[config.mk]
export PLATFORM = sky130hd
export DESIGN_NAME = clk_switch_seq
export DESIGN_NICKNAME = d
export VERILOG_FILES = /design/src/rtl/clk_switch_seq.sv
export SDC_FILE = /design/constraint.sdc
export NUM_CORES = 1
export LEC_CHECK = 0
export CAP_MARGIN = 20
export CORE_MARGIN = 8
export CORE_UTILIZATION = 40
export CTS_BUF_LIST = sky130_fd_sc_hd__clkbuf_4
export DETAILED_ROUTE_END_ITERATION = 16
export PLACE_DENSITY = 0.68
export SETUP_SLACK_MARGIN = 0.2
export SLEW_MARGIN = 20
export SYNTH_ARGS = -nofsm -noshare
export SYNTH_HDL_FRONTEND = slang
export SYNTH_SLANG_ARGS = --single-unit
[constraint.sdc]
create_clock -name ref_clk_i -period 4 [get_ports ref_clk_i]
set_clock_uncertainty 0.2 [all_clocks]
set_input_delay 0.6 -clock ref_clk_i [delete_from_list [all_inputs] [get_ports ref_clk_i]]
set_output_delay 0.6 -clock ref_clk_i [all_outputs]
set_load 0.005 [all_outputs]
[src/rtl/clk_switch_seq.sv]
// Glitch-free clock source switch sequencer: gates the downstream mux, swaps the select, re-enables it.
// Optional post-switch reset request pulse is built when CLK_SWITCH_SEQ_RST_REQ_EN is defined.
module clk_switch_seq #(
    parameter int unsigned SETTLE_CYCLES   = 8,
    parameter int unsigned RST_HOLD_CYCLES = 4,
    parameter logic [1:0]  RESET_SEL       = 2'b00
) (
    input  logic       ref_clk_i,
    input  logic       arst_i,
    input  logic       req_valid_i,
    input  logic [1:0] req_sel_i,
    output logic       req_ready_o,
    output logic [1:0] sel_o,
    output logic       en_o,
    output logic       arst_req_o,
    output logic       busy_o,
    output logic       done_o
);

    localparam int unsigned CNT_W = 8;
    localparam int unsigned SEL_W = 2;

    localparam logic [CNT_W-1:0] SETTLE_LOAD = CNT_W'(SETTLE_CYCLES - 1);
    // INIT has no entry edge to load on, so its first edge loads one less.
    localparam logic [CNT_W-1:0] INIT_LOAD   = CNT_W'((SETTLE_CYCLES > 1) ? (SETTLE_CYCLES - 2) : 0);
    localparam logic             INIT_SHORT  = (SETTLE_CYCLES == 1);

    if ((SETTLE_CYCLES < 1) || (SETTLE_CYCLES > 255)) begin : g_bad_settle
        $error("clk_switch_seq: SETTLE_CYCLES out of range 1..255");
    end
    if ((RST_HOLD_CYCLES < 1) || (RST_HOLD_CYCLES > 255)) begin : g_bad_hold
        $error("clk_switch_seq: RST_HOLD_CYCLES out of range 1..255");
    end

`ifdef CLK_SWITCH_SEQ_RST_REQ_EN
    localparam logic [CNT_W-1:0] HOLD_LOAD = CNT_W'(RST_HOLD_CYCLES - 1);

    typedef enum logic [2:0] {
        S_INIT, S_IDLE, S_OFF, S_SETTLE, S_HOLD, S_DONE
    } state_t;
`else
    typedef enum logic [2:0] {
        S_INIT, S_IDLE, S_OFF, S_SETTLE, S_DONE
    } state_t;
`endif

    state_t           state_q, state_d;
    logic [CNT_W-1:0] cnt_q, cnt_d;
    logic [SEL_W-1:0] target_q, target_d;
    logic [SEL_W-1:0] sel_d;
    logic             en_d;
    logic             armed_q, armed_d;
    logic             arst_req_q, arst_req_d;
    logic             done_d, busy_d, ready_d;

    always_ff @(posedge ref_clk_i or posedge arst_i) begin
        if (arst_i) begin
            state_q     <= S_INIT;
            cnt_q       <= '0;
            target_q    <= RESET_SEL;
            sel_o       <= RESET_SEL;
            en_o        <= 1'b0;
            armed_q     <= 1'b0;
            arst_req_q  <= 1'b0;
            done_o      <= 1'b0;
            busy_o      <= 1'b1;
            req_ready_o <= 1'b0;
        end else begin
            state_q     <= state_d;
            cnt_q       <= cnt_d;
            target_q    <= target_d;
            sel_o       <= sel_d;
            en_o        <= en_d;
            armed_q     <= armed_d;
            arst_req_q  <= arst_req_d;
            done_o      <= done_d;
            busy_o      <= busy_d;
            req_ready_o <= ready_d;
        end
    end

    // Next-state, counter and output-register next values
    always_comb begin
        state_d    = state_q;
        cnt_d      = cnt_q;
        target_d   = target_q;
        sel_d      = sel_o;
        en_d       = en_o;
        armed_d    = armed_q;
        arst_req_d = arst_req_q;

        case (state_q)
            S_INIT: begin
                if (armed_q ? (cnt_q == '0) : INIT_SHORT) begin
                    en_d    = 1'b1;
                    state_d = S_IDLE;
                end else if (!armed_q) begin
                    cnt_d   = INIT_LOAD;
                    armed_d = 1'b1;
                end else begin
                    cnt_d = cnt_q - CNT_W'(1);
                end
            end
            S_IDLE: begin
                if (req_valid_i && req_ready_o) begin
                    if ((req_sel_i == sel_o) && en_o) begin
                        state_d = S_DONE;
                    end else begin
                        target_d = req_sel_i;
                        en_d     = 1'b0;
                        cnt_d    = SETTLE_LOAD;
                        state_d  = S_OFF;
                    end
                end
            end
            S_OFF: begin
                if (cnt_q == '0) begin
                    sel_d   = target_q;
                    cnt_d   = SETTLE_LOAD;
                    state_d = S_SETTLE;
                end else begin
                    cnt_d = cnt_q - CNT_W'(1);
                end
            end
            S_SETTLE: begin
                if (cnt_q == '0) begin
                    en_d = 1'b1;
`ifdef CLK_SWITCH_SEQ_RST_REQ_EN
                    arst_req_d = 1'b1;
                    cnt_d      = HOLD_LOAD;
                    state_d    = S_HOLD;
`else
                    state_d = S_DONE;
`endif
                end else begin
                    cnt_d = cnt_q - CNT_W'(1);
                end
            end
`ifdef CLK_SWITCH_SEQ_RST_REQ_EN
            S_HOLD: begin
                if (cnt_q == '0) begin
                    arst_req_d = 1'b0;
                    state_d    = S_DONE;
                end else begin
                    cnt_d = cnt_q - CNT_W'(1);
                end
            end
`endif
            S_DONE: begin
                state_d = S_IDLE;
            end
            default: begin
                state_d = S_INIT;
            end
        endcase

        done_d  = (state_d == S_DONE);
        busy_d  = (state_d != S_IDLE);
        ready_d = (state_d == S_IDLE);
    end

`ifdef CLK_SWITCH_SEQ_RST_REQ_EN
    assign arst_req_o = arst_req_q;
`else
    assign arst_req_o = 1'b0;
`endif

endmodule
# == After elaboration in Yosys (flattened, before gate mapping) ==
# Cells that the tools add are included.
# word_totals
romBits,0
register_bits,20
latch_bits,0
input_bits,5
ramBits,0
mem_count,0
# classes
n_div,0
magnitude_cmp,0
bitwise,2
addsub,1
n_mux,19
shift,0
eq_ne,14
n_mul,0
reduce_logical,11
# ops
operator,count
8-bit two-way mux,6
8-bit one-hot mux with 4 select lines,1
3-bit two-way mux,5
3-bit one-hot mux with 5 select lines,1
2-bit != test (second input constant),6
5-bit AND reduction,2
8-bit logical NOT,1
8-bit by 1-bit subtractor with 8-bit output (second input constant),1
3-bit by 1-bit == test with 1-bit output (second input constant),2
3-bit by 2-bit == test with 1-bit output (second input constant),2
3-bit == test (second input constant),2
1-bit two-way mux,5
2-bit AND reduction,2
4-bit nonzero test,1
3-bit logical NOT,1
3-bit by 1-bit != test with 1-bit output (second input constant),1
1-bit one-hot mux with 3 select lines,1
3-bit AND reduction,1
3-bit nonzero test,1
2-bit == test,1
1-bit logical AND,2
1-bit NOT,2

# == Logic depth before layout (Yosys ltp) ==
# depth
ltp_word,6
ltp_mapped,6
ltp_nobuf,6

# == Worst setup path before layout ==
# Ideal clock, no wire load.
# synth_path
kind,reg-to-reg
start,register cnt_q[0]
end,register cnt_q[0]
path_stages_with_launch,7
path_buffers,0
setup_slack_ns,1.908
setup_ns,0.125
required_ns,3.675
arrival_ns,1.767
path_cell_list,dfrtp_1 inv_1 ha_1 or4b_4 a211oi_4 nor3_4 mux2_4
# synth_between
elab_chain_len,4
elab_cells_between_ends,11
# synth_rtl
element,line,rtl
start: declaration,48,"logic [CNT_W-1:0] cnt_q, cnt_d;"
start signal: assignment,70,cnt_q <= cnt_d;
8-bit by 1-bit subtractor with 8-bit output / 8-bit logical NOT (equally long branches),n/a,
8-bit two-way mux / 1-bit two-way mux (equally long branches),"97, 94",
8-bit two-way mux / 2-bit != test (equally long branches),n/a,
8-bit one-hot mux with 4 select lines / 5-bit AND reduction (equally long branches),n/a,
# Several ways; a longest one is shown, not always the timed one. The select of a mux whose other input is x is not followed.
# A chain may end at the register's enable or synchronous reset.

# == Final worst setup path ==
# layout_path
start,register cnt_q[0]
end,register sel_o[0]
# layout_between
elab_chain_len,2
# layout_rtl
element,line,rtl
8-bit logical NOT,117,if (cnt_q == '0) begin
2-bit AND reduction (no source line),n/a,
end signal: assignment,72,sel_o <= sel_d;
end: declaration,13,"output logic [1:0] sel_o,"
# Every way passes these cells.

==> results.toml <==
[clock_network]
cts.path.max_buffers = 2
h-tree-depth = 1
clockRootBuffer = "clkbuf_4"
cts_tree = "yes"
postCtsResizedCells = 0
cts_buffers = 3
path_clk_slew_ns = 0.12
cts.sinks = 20
cts_setup_buffers = 0
clk_latency_ns = 0.30
ctsHoldBuffers = 0

[hold_path]
hold_class = "reg2reg"

[routing]
wl_met3_um = 183
drcViolationCount = 0
drt_pre_antenna_iters = 4
postRouteAntennaNets = 0
wl_per_cell_um = 15.85
first_iter_violations = 31
met2WireLength_um = 1282
topRoutingLayerUsed = "met4"
viasPerCell = 6.036
wl_um = 2679
vias = 1020
wl_met1_um = 1177

[global_routing]
antenna_found_initial = 0
overflow = 0
grt_max_degree = 21
grt_pass1_vias = 1016
grt_pass1_wl_um = 4726
grt_use_total_pct = 11.22

[logic_synthesis]
ys_types = 47
ys.warnings.count = 0
yosysMostFrequentCell = "dfrtp_1"
syn_area_um2 = 1230
netlist_instances = 127
netlist_top_cells_count = "19 x dfrtp_1, 12 x inv_1, 7 x nand2_1, 6 x nor2_1, 6 x o221ai_1"
synth.avg_cell_area_um2 = 9.684
synth_area_leader_cell = "dfrtp_1"
synth_nets = 134
synthTopCellsByArea = "dfrtp_1 39%, o221ai_1 4.3%, inv_1 3.7%"
synth_seq_cells = 20
async_reset_ff_share_pct = 100.0
synth_ff_type = "dfrtp_1"
seq_area_frac_synth_pct = 40.79
synth_edf_count = 0
synth_top_area_share_pct = 38.66

[status]
outcome = "finished, final reports clean"

[power]
peakVddDrop_mv = 0.3338
power_density_nw_per_um2 = 718.6
p_leak_nw = 0.5837

[setup_path]
cp-end-kind = "register"
reg2reg_slack_ns = 1.68
worst-r2r-cell-count = 6
crit_path_start = "cnt_q[0]"
arrival_ns = 2.31
critPathMaxFanout = 5
critPathRequiredTime_ns = 3.99
timing.rr.start = "cnt_q[0]"
critPathKind = "reg2reg"
endpoint = "sel_o[0]"
cp-start-kind = "register"
r2r_end = "sel_o[0]"

[flow_run]
drv_cap = 0

[timing]
fin_hold_ws_ns = 0.3152
grt_setup_unrepaired = "no"
setup_violations = 0
setup_tns_ns = 0
finalHoldViolations = 0
fin_crit_ns = 2.319
finalMaxSlewViolations = 0
finalCritPeriodShare_pct = 57.98
worst_pin_slew_ns = 0.7438
max_freq_mhz = 431.2
slew_headroom_pct = 50.36

[final_layout]
multi_input_area_um2 = 659.4
area_delta_synth_final_pct = 12.00
fillCellCount = 283
regArea_um2 = 501.7
drive_gt1_share_pct = 13.97
design_area_um2 = 1378
antenna_cells = 0
num-nets-final = 144
final_core_util_pct = 46.26

[floorplan]
core-area_um2 = 2978
io_pins = 12
initial_utilization_pct = 41.30
fp.dieH_um = 71.45
dieArea_um2 = 5105
num_rows = 20
die_w_um = 71.45

[placement]
place.port_buffers = 10
place_area_um2 = 1348
gp_congestion = 0.8913
dpl.hpwl_um = 2017
[worst max-delay path, cell delays in order, from the launching register on]
cell	delay (ns)
dfrtp_1	0.44
inv_1	0.10
ha_1	0.18
or4b_4	0.52
nor3_1	0.21
and2_1	0.22
mux2_2	0.34
[metrics by stage]
step,worst slack [ns],power [W],cells
after floorplan,1.908,0.0007447,127
after detailed placement,1.530,0.0008843,165
after global routing,1.500,0.001071,169
after global placement,1.573,0.0008676,165
final,1.681,0.0009899,169
after CTS,1.701,0.0009908,169
[cells in the final DEF (no fill, tap or decap), types with 3 or more instances in the layout]
master            n
o22ai_1           3
nor2_1            6
dfrtp_1          19
nand2_1           7
nand3_1           3
a21o_1            4
a21oi_1           5
clkdlybuf4s50_1  10
nor3_1            3
mux2_2            4
o21ai_0           4
inv_1            12
o221ai_1          6
clkbuf_4          4
a31oi_1           3
[worst min path at each step]
stage	slack, ns	startpoint	depth (start not counted)	endpoint
finish	0.32	target_q[1]	1	sel_o[1]
global route	0.33	target_q[1]	1	sel_o[1]
CTS	0.32	target_q[1]	1	sel_o[1]
detailed placement	0.29	target_q[1]	1	sel_o[1]
global placement	0.29	target_q[0]	1	sel_o[0]
floorplan	0.27	target_q[0]	1	target_q[0]
[layer usage]
metal,up-vias,track usage [%]
met5,-,0
met4,0,4.308
met3,5,2.789
met2,30,18.88
met1,496,13.39
li1,489,-
[state kept, by name, indices dropped and copies added (netlist names)]
name / cells
cnt_q: 8
state_q: 3
sel_o: 2
target_q: 2
armed_q: 1
busy_o: 1
done_o: 1
en_o: 1
req_ready_o: 1
[layout make-up]
cell class / instances / share of cell area (%)
Inverter: 12 / 3.270
Tap cell: 33 / 2.997
Timing Repair Buffer: 10 / 7.266
Multi-Input combinational cell: 90 / 47.87
Sequential cell: 20 / 36.42
Clock buffer: 4 / 2.180
[power breakdown]
group          total [W]  switching, W  internal (W)
combinational   0.000519      0.000261      0.000258
clock           0.000107     0.0000613     0.0000456
sequential      0.000364     0.0000874      0.000277
[cells by family after synthesis]
family                   after synthesis  synth area share, %
AO/OA/AOI/OAI                         38                23.60
XOR/XNOR                               2                1.424
adder cells (fa/ha/maj)                2                2.034
buffers and inverters                 17                5.595
flip-flops                            20                40.79
multiplexers                           6                6.104
other                                  1               0.3049
AND/OR/NAND/NOR                       41                20.14
Power figures use the tool's default switching activity.
